===== src/rtl/window_gen_pkg.sv =====
`default_nettype none
// ============================================================================
// Module      : window_gen_pkg
// Description : Shared convolution-pipeline definitions. Holds the default
//               pixel word width and image size, the 3x3 window size and the
//               pixel word type.
// Revision    : 1.0 - initial release
// ============================================================================
package window_gen_pkg;
  localparam int INT_BITS_DEF   = 13;  // pixel word width, matches stage0
  localparam int WIN_SIZE       = 9;   // 3x3 neighbourhood
  localparam int IMG_WIDTH_DEF  = 32;
  localparam int IMG_HEIGHT_DEF = 32;

  typedef logic [INT_BITS_DEF-1:0] pixel_t;
endpackage
`default_nettype wire


===== src/rtl/window_gen_line_delay.sv =====
`default_nettype none
// ============================================================================
// Module      : window_gen_line_delay
// Description : One image row of pixel storage, a circular buffer indexed by
//               the column counter. The read is asynchronous, so o_dout shows
//               the word written one row earlier at the same column, until the
//               write at that column lands on the clock edge.
// Ports       : clk    - rising-edge clock
//               i_we   - write enable (pixel accepted)
//               i_addr - column index
//               i_din  - word to store
//               o_dout - word previously stored at i_addr
// Revision    : 1.0 - initial release
// ============================================================================
module window_gen_line_delay
  import window_gen_pkg::*;
#(
  parameter int int_bits = INT_BITS_DEF,
  parameter int depth    = IMG_WIDTH_DEF,
  parameter int AW       = $clog2(depth)
) (
  input  logic                clk,
  input  logic                i_we,
  input  logic [AW-1:0]       i_addr,
  input  logic [int_bits-1:0] i_din,
  output logic [int_bits-1:0] o_dout
);

  // No reset: contents are always rewritten before they reach a window.
  logic [int_bits-1:0] r_mem [depth];

  always_ff @(posedge clk) begin
    if (i_we) begin
      r_mem[i_addr] <= i_din;
    end
  end

  assign o_dout = r_mem[i_addr];

endmodule
`default_nettype wire


===== src/rtl/window_gen.sv =====
`default_nettype none
// ============================================================================
// Module      : window_gen
// Description : Raster-scan 3x3 window generator. Buffers the two previous
//               rows in chained line delays and emits a full neighbourhood,
//               one cycle after each accepted pixel whose window lies fully
//               inside the frame.
// Ports       : clk         - rising-edge clock
//               reset       - asynchronous active-low reset
//               pix_in      - raster pixel, row-major, top-left first
//               pix_valid   - pix_in accepted this cycle (no backpressure)
//               win_out     - 3x3 window, index 3*r + c, [8] = newest pixel
//               latency_out - win_out valid for exactly this cycle
//               frame_done  - pulse with the last window of a frame
// Revision    : 1.0 - initial release
// ============================================================================
module window_gen
  import window_gen_pkg::*;
#(
  parameter int int_bits   = INT_BITS_DEF,
  parameter int img_width  = IMG_WIDTH_DEF,
  parameter int img_height = IMG_HEIGHT_DEF
) (
  input  logic                clk,
  input  logic                reset,
  input  logic [int_bits-1:0] pix_in,
  input  logic                pix_valid,
  output logic [int_bits-1:0] win_out [WIN_SIZE],
  output logic                latency_out,
  output logic                frame_done
);

  localparam int CW = $clog2(img_width);
  localparam int RW = $clog2(img_height);

  localparam logic [CW-1:0] c_COL_LAST = CW'(img_width - 1);
  localparam logic [RW-1:0] c_ROW_LAST = RW'(img_height - 1);
  localparam logic [CW-1:0] c_COL_TWO  = CW'(2);
  localparam logic [RW-1:0] c_ROW_TWO  = RW'(2);

  logic [CW-1:0]       r_col;
  logic [RW-1:0]       r_row;
  logic [int_bits-1:0] r_win [WIN_SIZE];
  logic [int_bits-1:0] w_lb0;  // row-1 at this column
  logic [int_bits-1:0] w_lb1;  // row-2 at this column

  // linebuf0 stores the incoming pixel; linebuf1 takes what linebuf0 held.
  window_gen_line_delay #(
    .int_bits (int_bits),
    .depth    (img_width),
    .AW       (CW)
  ) u_linebuf0 (
    .clk    (clk),
    .i_we   (pix_valid),
    .i_addr (r_col),
    .i_din  (pix_in),
    .o_dout (w_lb0)
  );

  window_gen_line_delay #(
    .int_bits (int_bits),
    .depth    (img_width),
    .AW       (CW)
  ) u_linebuf1 (
    .clk    (clk),
    .i_we   (pix_valid),
    .i_addr (r_col),
    .i_din  (w_lb0),
    .o_dout (w_lb1)
  );

  always_ff @(posedge clk or negedge reset) begin
    if (!reset) begin
      r_col       <= '0;
      r_row       <= '0;
      latency_out <= 1'b0;
      frame_done  <= 1'b0;
      for (int k = 0; k < WIN_SIZE; k++) begin
        r_win[k] <= '0;
      end
    end else begin
      // Window validity uses the counters before this pixel advances them.
      latency_out <= pix_valid && (r_row >= c_ROW_TWO) && (r_col >= c_COL_TWO);
      frame_done  <= pix_valid && (r_row == c_ROW_LAST) && (r_col == c_COL_LAST);

      if (pix_valid) begin
        for (int r = 0; r < 3; r++) begin
          r_win[3*r]   <= r_win[3*r+1];
          r_win[3*r+1] <= r_win[3*r+2];
        end
        r_win[2] <= w_lb1;
        r_win[5] <= w_lb0;
        r_win[8] <= pix_in;

        if (r_col == c_COL_LAST) begin
          r_col <= '0;
          r_row <= (r_row == c_ROW_LAST) ? '0 : r_row + RW'(1);
        end else begin
          r_col <= r_col + CW'(1);
        end
      end
    end
  end

  assign win_out = r_win;

endmodule
`default_nettype wire


===== config.mk =====
export PLATFORM = sky130hd
export DESIGN_NAME = window_gen
export DESIGN_NICKNAME = d
export VERILOG_FILES = /design/src/rtl/window_gen_pkg.sv /design/src/rtl/window_gen_line_delay.sv /design/src/rtl/window_gen.sv
export SDC_FILE = /design/constraint.sdc
export NUM_CORES = 1
export LEC_CHECK = 0
export ABC_AREA = 0
export CORE_MARGIN = 8
export CORE_UTILIZATION = 55
export CTS_CLUSTER_DIAMETER = 120
export DETAILED_ROUTE_END_ITERATION = 10
export GPL_TIMING_DRIVEN = 1
export PLACE_DENSITY_LB_ADDON = 0.05
export SETUP_SLACK_MARGIN = 0.15
export SYNTH_ARGS = -nofsm -noshare
export SYNTH_HDL_FRONTEND = slang
export SYNTH_HIERARCHICAL = 1
export SYNTH_SLANG_ARGS = --single-unit

===== constraint.sdc =====
create_clock -name clk -period 2.5 [get_ports clk]
set_input_delay 0.375 -clock clk [delete_from_list [all_inputs] [get_ports clk]]
set_output_delay 0.375 -clock clk [all_outputs]
set_load 0.01 [all_outputs]

# Word level (Yosys, flattened, before mapping)
# Memories as Yosys holds them, arrays and structs flattened. A register that Yosys moved wholly into a read port is not among the register bits.
# Cells that the tools add are included.
[classes] n_reduce_logical=6 n_eq_ne=2 magnitude_cmp=2 n_mux=4 addsub=2
[ops] cell="$add A5 B1 Y5 const B" n=2
[ops] cell="$eq A5 B5 Y1 const B" n=2
[ops] cell="$ge A5 B2 Y1 const B" n=2
[ops] cell="$mux W5" n=2
[ops] cell="$logic_and A1 B1 Y1" n=4
[ops] cell="$mux W1" n=2
[ops] cell="$reduce_and A2 Y1" n=1
[ops] cell="$logic_not A1 Y1" n=1
[totals] register_bits=116 ramBits=832 memories=2 inputBits=16
[memory_table] name="u_linebuf0.r_mem" words=32 width=13 read_ports=1 rd_ports_with_merged_regs=0 write_ports=1 line="window_gen_line_delay.sv:30" text="logic [int_bits-1:0] r_mem [depth];"
[memory_table] name="u_linebuf1.r_mem" words=32 width=13 read_ports=1 rd_ports_with_merged_regs=1 write_ports=1 line="window_gen_line_delay.sv:30"

# Logic depth before layout (Yosys ltp)
# Gate-level depths: netlist (run 1).
[logic_depth] ltp_word=3 depth_mapped=8

# Modules after synthesis
# Netlist (run 1), hierarchy kept.
[by_module_without_submodules] module="window_gen_line_delay" area_each_um2=16051.6 seq_area_each_um2=12492.0 instances=2 cells_per_inst=877
[by_module_without_submodules] module="window_gen" area_each_um2=5176.2 seq_area_each_um2=3228.1 instances=1 cells_per_inst=304

# Worst setup path after synthesis (run 1)
# OpenSTA, ideal clock, no wires.
[synth_path] path_kind="register to register" start="register r_col[1]" end="memory u_linebuf0/r_mem[27][0] (netlist name) (enable)" slack_ns=-0.093 required_ns=2.100 arrival_ns=2.193 path_stages_with_launch=6 setup_time_ns=0.400 n_path_buf=3 cell_sequence="dfrtp_1 > clkbuf_1 > buf_2 > buf_2 > nand3_1 > nor3_1"
[synth_lines] element="start, declared" line="window_gen.sv:41" text="logic [CW-1:0] r_col;"
[synth_lines] element="start signal, assigned" line="window_gen.sv:99" text="r_col <= r_col + CW'(1);"
[synth_lines] element="end, declared" line="window_gen_line_delay.sv:30"
# No word-level cell before the write port.

# Worst setup path in the final report (run 1)
[layout_path] start="register r_col[1]" end="memory u_linebuf1/r_mem[28][3] (netlist name) (data pin)"
[layout_via] elab_chain_len=1
[layout_lines] element="$mem_v2 Z32 W13"
[layout_lines] element="named net w_lb0[3]" line="window_gen.sv:44" text="logic [int_bits-1:0] w_lb0;"
[layout_lines] element="end, declared" line="window_gen_line_delay.sv:30"
# The timed path passes the listed nets, and every way through them passes these cells.

==> impl_metrics.csv, run 1 <==
group,metric,value,unit
floorplanning,die_width,276,µm
detailed_routing,drt_pre_antenna_iters,5,
pwr,finalPower,62.2,mW
synth,synthArstFlopShare,13.4,%
grt,grt_first_pass_wirelength,136000,µm
synth,synth.most_common_cell,"edfxtp_1",
detailed_routing,dr.max_layer_used,"met4",
setup_path,worst_setup_path_end_kind,"flop",
detailed_routing,via_count,20948,
synth,netlist_instances,2058,
sta,rsz0062_at_grt,"true",
sta,relSlewSlack,46.9,%
detailed_routing,dr_wl_met2,48500,µm
placed_design,gp_congestion,0.810,
setup_path,cpPeakStageDelay,0.56,ns
pwr,p_leak,17.5,nW
grt,grt_max_degree,69,
detailed_routing,wl_met3,5460,µm
placed_design,numPortBuffers,134,
clock_network,cts_tree,"done",
detailed_routing,drtAntennaViolNets,0,
outcome,status,"finished with violations",
setup_path,crit_chain,"buf_12, buf_12, buf_16, mux2i_1, o22ai_1, nor4_2, nand2_4, buf_12, clkbuf_16",
setup_path,worst_ep_required_time,2.89,ns
setup_path,critPathSlowestCell,"dfrtp_4",
sta,slew_violations,0,
sta,setup_viol,13,
detailed_routing,routedLengthMet1,40000,µm
detailed_routing,viasPerCell,6.02,
cells_and_area,nets,2547,
sta,worstMarginPinSlew,0.794,ns
setup_path,cp_num_buf_inv,5,
setup_path,crit_top_cell,"buf_12",
synth,yosysSeqAreaShare,75.7,%
setup_path,crit_family,"buffers and inverters",
pwr,ir_drop,831,µV
cells_and_area,drive_above_1_share,31.0,%
sta,skew,0.0241,ns
run,timing.max_cap.violations,0,
clock_network,worstSkewPairLatency,0.66,ns
floorplanning,die_h,276,µm
clock_network,cts-buffers-inserted,97,
sta,tns,-0.207,ns
clock_network,htreeDepth,3,
clock_network,cts.sinks,961,
synth,synth_top_cell_by_area,"edfxtp_1",
synth,yosys-top-cells-count,"edfxtp_1 (832), mux2i_1 (417), o22ai_1 (209)",
synth,yosys_warnings,6,
synth,synth_top_flop_cell,"edfxtp_1",
synth,syn_area_per_cell,18.1,µm²
synth,yosysTopAreaCellShare,67.0,%
pwr,power.density,1280,mW/mm²
clock_network,cts-root-buf,"clkbuf_16",
placed_design,dp_hpwl,55900,µm
detailed_routing,drt_iter0_drc,2007,
sta,worst_slack,-0.0270,ns
floorplanning,num_rows,95,
floorplanning,dieArea,0.0764,mm²
detailed_routing,drt-total-wl,97000,µm
sta,layout_min_cycle_time,2.53,ns
setup_path,critPathKind,"flop to flop",
setup_path,start_kind,"flop",
synth,synth_cell_type_count,38,
setup_path,worst-path-max-fanout,17,
synth,synth_area,0.0373,mm²
detailed_routing,wl_per_cell,27.9,µm
synth,syn-num-nets,2080,
synth,synth-edff-count,832,
setup_path,arrival,2.91,ns
outcome,violations,"negative setup slack",
sta,max_freq,396,MHz
hold_path,holdCritPathClass,"primary input to flop",
placed_design,dpl_cell_area,0.0416,mm²
floorplanning,coreArea,0.0672,mm²
cells_and_area,final_cell_area,0.0484,mm²
sta,finalHoldViolCount,0,
cells_and_area,insertedDiodeCount,0,
sta,post-route-period-util,101,%
grt,antenna_found_initial,0,
cells_and_area,area.growth.synth_to_final,29.9,%
grt,grt_pass1_vias,20592,
detailed_routing,drc,0,
clock_network,clk_pin_slew,0.06,ns
floorplanning,initial_core_util,55.5,%
clock_network,cts_buffer_depth,3,
grt,grt.overflow.total,0,
floorplanning,ios,135,
synth,synth.area.top_cells,"edfxtp_1 (67%), mux2i_1 (11%), dfrtp_1 (8.7%)",
grt,globalRouteTotalUtil,23.8,%
synth,synth-seq-cells,961,
-- worst reg2reg max path, delay by kind of cell (launching register included) --
| kind | cells | cell delay [ns] |
|---|---|---|
| AOI/OAI and AO/OA | 1 | 0.15 |
| and+or+nand+nor | 2 | 0.56 |
| muxes | 1 | 0.17 |
| DFF | 1 | 0.56 |
| buffers and inverters | 5 | 0.82 |
-- what timing repair did --
action	CTS	global route
pin swaps	41	48
setup buffers	32	40
resized for setup	137	181
gates cloned	22	20
setup endpoints to repair	538	666
hold buffers	1	0
hold endpoints to repair	42	0
-- power breakdown --
group          total (mW)  leakage, nW  internal, mW  switching [mW]
Clock                14.7         1.61          8.77            5.95
Sequential           22.3         9.07          21.3           0.971
Combinational        25.2         6.81          12.8            12.3
Total                62.2         17.5          42.9            19.3
-- cell usage in the layout (no fill, tap or decap), types with 5 or more instances in the layout --
cell	count
nor4_4	17
o22ai_1	148
mux2i_4	20
buf_8	7
nand2_8	5
nand4b_1	8
buf_6	16
nand2_1	20
o22ai_2	57
mux2_2	55
dfrtp_1	126
clkbuf_1	20
or4b_4	9
o21ai_0	5
clkbuf_8	10
clkinv_1	15
nand4bb_1	11
mux2i_2	33
nor4_1	12
nor2_1	59
mux2i_1	364
clkdlybuf4s50_1	132
buf_16	26
nand3_1	6
ha_1	6
nor4_2	24
edfxtp_1	832
nand2_4	5
nand3b_1	9
buf_4	199
nor3_2	8
clkbuf_16	118
mux2_4	64
buf_12	76
bufinv_16	11
inv_6	6
clkinv_2	16
-- kinds of logic (layout without fill, tap and decap cells) --
kind of cell	count (synthesis)	in the layout	share of synthesized area, %
DFF	961	961	75.7
AOI/OAI and AO/OA	219	219	3.67
muxes	536	536	15.3
and+or+nand+nor	221	223	3.51
adders and majority gates	6	6	0.201
buffers and inverters	115	662	1.59
-- sequential cells by signal, summed over array words and instances, names as in the netlist --
name and flops:
r_row 5, r_col 5, u_linebuf0/r_mem 416, latency_out 1, win_out 117, u_linebuf1/r_mem 416, frame_done 1
-- layout make-up --
class,instances,area [µm²]
Fill cell,4020,18700
Sequential cell,961,28200
Tap cell,873,1090
Timing Repair Buffer,478,5900
Clock inverter,51,563
Multi-Input combinational cell,984,9920
Inverter,3,11.3
Clock buffer,130,2720
-- path summary, 6_finish.rpt --
path	startpoint	endpoint	slack, ns	depth (start not counted)
hold reg to reg	win_out[74]	win_out[74]	0.51	1
setup / recovery	r_col[1]	u_linebuf1/r_mem[28][3]	-0.03	9
setup reg to reg	r_col[1]	u_linebuf1/r_mem[28][3]	-0.03	9
max in group asynchronous	reset	r_row[0]	1.48	3
min in group asynchronous	reset	win_out[63]	0.27	2
hold / removal	pix_valid	r_col[1]	0.12	2
-- metrics by stage --
step | cells | utilization (%) | hold WS, ns | worst slack (ns)
final | 3480 | 72.1 | 0.121 | -0.0270
after global routing | 3480 | 72.1 | 0.115 | -0.0635
after CTS | 3420 | 69.3 | 0.0789 | 0.0198
after detailed placement | 3184 | 61.9 | 0.374 | -0.763
after global placement | 3184 | 61.9 | 0.372 | -0.812
after floorplan | 2058 | - | 0.0794 | 0.119
-- routing by layer --
metal  track usage (%)  vias to the layer above
li1                  -                     9216
met1              31.5                    10890
met2              40.5                      695
met3              3.19                      147
met4              8.12                        0
met5                 0                        -
No activity file was read; power rests on OpenSTA's default activity.
==> run 2, diff against run 1 <==
Settings changed: SKIP_LAST_GASP from default to 1.
==> run 2 against run 1 <==
  * Final cell count is the same
  * The run still ends with negative setup slack left
  * Cell area shrank 0.18%
  * Largest power group unchanged
  * Clock power about the same
  * Highest routed layer unchanged
  * Register-to-register slack barely moved
  * Die area is the same
  * Critical path depth decreased by 1
==> impl_metrics.csv, run 2 (synthesis results as in run 1) <==
group,metric,value,unit
outcome,status,"finished with violations",
outcome,violations,"negative setup slack",
floorplanning,initial_core_util,55.5,%
clock_network,htreeDepth,3,
grt,grt.overflow.total,0,
detailed_routing,via_count,20933,
grt,globalRouteTotalUtil,23.8,%
detailed_routing,drt_iter0_drc,1876,
sta,relSlewSlack,47.4,%
sta,skew,0.0216,ns
sta,worstMarginPinSlew,0.786,ns
placed_design,numPortBuffers,134,
sta,finalHoldViolCount,0,
setup_path,worst_ep_required_time,3.00,ns
clock_network,cts_buffer_depth,3,
pwr,power.density,1280,mW/mm²
clock_network,cts-root-buf,"clkbuf_16",
pwr,swShare,30.9,%
setup_path,cpPeakStageDelay,0.71,ns
setup_path,start_kind,"flop",
cells_and_area,area.growth.synth_to_final,29.6,%
placed_design,dpl_cell_area,0.0416,mm²
sta,max_freq,394,MHz
cells_and_area,nets,2547,
floorplanning,num_rows,95,
setup_path,crit_chain,"buf_6, buf_4, or4_2, o22ai_1, nor4_2, nand2_4, buf_12, clkbuf_16",
detailed_routing,drt-total-wl,96900,µm
clock_network,clk_pin_slew,0.06,ns
clock_network,worstSkewPairLatency,0.66,ns
detailed_routing,viasPerCell,6.02,
clock_network,cts_tree,"done",
placed_design,gp_congestion,0.810,
pwr,p_sw,19.2,mW
setup_path,worst-path-max-fanout,17,
floorplanning,coreArea,0.0672,mm²
grt,grt_max_degree,69,
sta,rsz0062_at_grt,"true",
clock_network,cts.sinks,961,
floorplanning,ios,135,
floorplanning,die_h,276,µm
sta,worst_slack,-0.0364,ns
placed_design,dp_hpwl,55900,µm
cells_and_area,final_cell_mix,"edfxtp_1 (832), mux2i_1 (368), buf_4 (202)",
sta,tns,-0.333,ns
setup_path,critPathSlowestCell,"or4_2",
sta,post-route-period-util,101,%
hold_path,holdCritPathClass,"primary input to flop",
detailed_routing,drtAntennaViolNets,0,
placed_design,place_inst,3184,
pwr,p_clk_share,23.7,%
cells_and_area,final_cell_area,0.0483,mm²
cells_and_area,insertedDiodeCount,0,
cells_and_area,final_util,72.0,%
pwr,p_leak,17.5,nW
setup_path,worst_setup_path_end_kind,"flop",
sta,slew_violations,0,
pwr,p_seq_share,36.0,%
detailed_routing,drc,0,
sta,layout_min_cycle_time,2.54,ns
cells_and_area,drive_above_1_share,30.6,%
sta,setup_viol,25,
cells_and_area,final_common_cell,"edfxtp_1",
setup_path,cp_num_buf_inv,4,
setup_path,arrival,3.04,ns
floorplanning,dieArea,0.0764,mm²
grt,antenna_found_initial,0,
detailed_routing,wl_per_cell,27.8,µm
pwr,p_comb_share,40.3,%
cells_and_area,fillers,4040,
pwr,p_int,42.8,mW
floorplanning,die_width,276,µm
run,timing.max_cap.violations,0,
clock_network,cts-buffers-inserted,97,
setup_path,crit_family,"simple AND/OR/NAND/NOR gates",
placed_design,post-place-ws,-0.763,ns
setup_path,critPathKind,"flop to flop",
sta,holdWs,0.128,ns
grt,grt_first_pass_wirelength,136000,µm
detailed_routing,drt_pre_antenna_iters,5,
pwr,ir_drop,833,µV
cells_and_area,fin_cells,3480,
grt,grt_pass1_vias,20592,
pwr,finalPower,62.0,mW
==> run 2: cell counts in the layout (fill, tap and decap cells not counted) <==
No cell type changed its count.
==> run 2: power by group through the flow <==
| stage | clock, mW | combinational [mW] | sequential (mW) |
|---|---|---|---|
| final | 14.7 | 25.0 | 22.3 |
| after global routing | 15.5 | 25.9 | 22.4 |
| after CTS | 14.9 | 20.8 | 22.3 |
| after detailed placement | 0 | 17.1 | 22.6 |
| after global placement | 0 | 16.8 | 22.5 |
| after floorplan | 0 | 8.38 | 22.7 |
==> run 2: path summary, 6_finish.rpt <==
path	from	to	slack (ns)	cells after the start
worst min register to register	win_out[74]	win_out[74]	0.51	1
min in group asynchronous	reset	win_out[63]	0.26	2
max in group asynchronous	reset	r_row[0]	1.48	3
worst min-delay path	pix_valid	r_col[1]	0.13	2
worst max register to register	r_col[4]	u_linebuf1/r_mem[12][3]	-0.04	8
worst max-delay path	r_col[4]	u_linebuf1/r_mem[12][3]	-0.04	8
==> run 2: timing repair <==
item                       4_1_cts  5_1_grt
setup endpoints to repair      538      666
hold buffers                     1        0
resized for setup              137      163
cloned                          22       20
pin swaps                       41       44
hold endpoints to repair        42        0
buffers inserted                32       40
==> run 2: metal layers <==
layer  part of all wire [%]  up-vias  routed length [µm]  track usage (%)
met5                      0        -                   0                0
met4                    3.1        0                3020             8.12
met3                    5.5      143                5350             3.19
met2                     50      687               48700             40.5
met1                     41    10892               39900             31.5
li1                       -     9211                   -                -
==> run 2: layout make-up <==
class                   count  area, µm²  share of cell area [%]
inverters                   3       11.3                  0.0233
multi-input cells         984       9850                    20.4
well taps                 873       1090                    2.26
repair buffers            478       5880                    12.2
clock buffers             130       2720                    5.62
clock inverters            51        563                    1.17
flip-flops and latches    961      28200                    58.4
==> run 3, diff against run 2 <==
Settings changed: CORE_MARGIN 8 to 1, TNS_END_PERCENT from default to 10.
==> run 3 against run 2 <==
  * The flow still finishes with violations (negative setup slack)
  * Global-route usage grew 2.6 points
  * Wire length shrank 4.5%
  * Sequential power is essentially flat
  * Core utilization shrank 3.4 points
  * Final cell count shrank 2.6%
  * Register-to-register slack lost 0.02 ns
  * Sequential share of layout area grew 2.9 points
  * Critical path type unchanged
  * Critical endpoint is now win_out[88]
  * Largest power group is now registers
==> impl_metrics.csv, run 3 (synthesis results as in run 1) <==
group,metric,value,unit
pwr,power.density,1230,mW/mm²
outcome,violations,"negative setup slack",
floorplanning,num_rows,95,
detailed_routing,drt_iter0_drc,1957,
sta,rsz0062_at_grt,"true",
sta,skew,0.0210,ns
detailed_routing,drt-total-wl,92500,µm
sta,holdWs,0.0836,ns
pwr,p_leak,16.6,nW
floorplanning,coreArea,0.0672,mm²
floorplanning,ios,135,
outcome,status,"finished with violations",
setup_path,worst_ep_required_time,3.02,ns
placed_design,numPortBuffers,134,
pwr,ir_drop,723,µV
sta,layout_min_cycle_time,2.56,ns
floorplanning,dieArea,0.0688,mm²
sta,post-route-period-util,102,%
detailed_routing,via_count,20397,
clock_network,clk_pin_slew,0.06,ns
grt,globalRouteTotalUtil,26.4,%
grt,grt_first_pass_wirelength,133000,µm
cells_and_area,drive_above_1_share,23.5,%
setup_path,reg2reg_slack,-0.06,ns
cells_and_area,final_common_cell,"edfxtp_1",
grt,grt_use_met2,43.9,%
cells_and_area,final_util,68.6,%
detailed_routing,drtAntennaViolNets,0,
placed_design,dp_hpwl,55200,µm
clock_network,cts-root-buf,"clkbuf_16",
hold_path,holdCritPathClass,"primary input to flop",
grt,antenna_found_initial,1,
detailed_routing,wl_per_cell,27.3,µm
setup_path,worst_setup_path_end_kind,"flop",
setup_path,critPathKind,"flop to flop",
clock_network,cts.sinks,961,
sta,worstMarginPinSlew,0.870,ns
grt,use_met1,36.0,%
sta,max_freq,391,MHz
clock_network,cts_buffer_depth,3,
sta,worst_slack,-0.0604,ns
floorplanning,initial_core_util,55.5,%
detailed_routing,viasPerCell,6.02,
placed_design,gp_congestion,0.850,
detailed_routing,drc,0,
cells_and_area,area.growth.synth_to_final,23.5,%
sta,relSlewSlack,41.8,%
clock_network,worstSkewPairLatency,0.65,ns
sta,slew_violations,0,
run,timing.max_cap.violations,0,
detailed_routing,drt_pre_antenna_iters,5,
clock_network,cts-buffers-inserted,96,
setup_path,arrival,3.08,ns
floorplanning,die_h,262,µm
grt,grt.overflow.total,0,
cells_and_area,final_cell_mix,"edfxtp_1 (832), mux2i_1 (407), o22ai_1 (198)",
grt,grt_max_degree,106,
sta,setup_viol,37,
grt,grtUsageMet3,3.77,%
clock_network,htreeDepth,3,
setup_path,worst-path-max-fanout,19,
sta,finalHoldViolCount,0,
cells_and_area,nets,2458,
pwr,finalPower,56.6,mW
placed_design,post-place-ws,-0.950,ns
grt,grt_pass1_vias,20178,
setup_path,start_kind,"flop",
sta,tns,-1.28,ns
grt,top_usage_layer,"met2",
clock_network,cts_tree,"done",
floorplanning,die_width,262,µm
## run 3: cell types whose count changed in the layout (fill, tap and decap cells not counted), moves of 7 or more
cell,change
nor4_1,+13
mux2i_1,+39
buf_16,-13
buf_12,-7
clkbuf_16,-11
o22ai_1,+47
o22ai_2,-43
mux2i_4,-16
mux2_4,-8
buf_4,-54
mux2_2,+8
mux2i_2,-23
nor4_2,-10
## run 3: worst paths after layout
path	start	to	depth (start not counted)
setup / recovery	r_col[1]	win_out[88]	8
hold / removal	pix_valid	r_col[1]	2
setup reg to reg	r_col[1]	win_out[88]	8
hold reg to reg	win_out[116]	win_out[116]	1
max in group asynchronous	reset	win_out[113]	3
min in group asynchronous	reset	win_out[73]	2
## run 3: report_power, final
group	total, mW	switching, mW	leakage, nW	internal, mW
clock	13.8	5.82	1.47	7.94
sequential	22.2	0.896	9.07	21.3
combinational	20.6	11.0	6.03	9.58
total	56.6	17.7	16.6	38.8
## run 3: timing repair
item	CTS	global route
cloned	9	10
setup buffers	14	6
hold buffers	1	0
setup endpoints to repair	467	664
resized for setup	84	40
endpoints found under the hold margin	47	0
pin swaps	10	18
## run 3: layout make-up
type                    instances  area [µm²]
flip-flops and latches        961       28200
fillers                      4408       21100
repair buffers                392        4730
well taps                     873        1090
inverters                       3        11.3
diodes                          1        2.50
clock inverters                46         380
clock buffers                 130        2620
multi-input cells             982        8990
## run 3: worst max-delay path, cell delays in order, from the launching register on
cell and delay [ns]:
dfrtp_4 0.48, buf_6 0.24, buf_16 0.21, buf_16 0.21
mux2i_1 0.21, o22ai_1 0.18, nor4_2 0.46, nand2_1 0.12
mux2_2 0.28
## run 3: through the flow
| stage | std cells | instance area [µm²] |
|---|---|---|
| floorplan | 2058 | 37300 |
| global placement | 3171 | 41700 |
| detailed placement | 3171 | 41700 |
| CTS | 3371 | 45500 |
| global route | 3388 | 46000 |
| finish | 3388 | 46000 |
## run 3: per-layer routing
layer	wire length [µm]	vias up
met5	0	-
met4	3190	0
met3	5440	167
met2	45800	714
met1	38100	10486
li1	-	9030
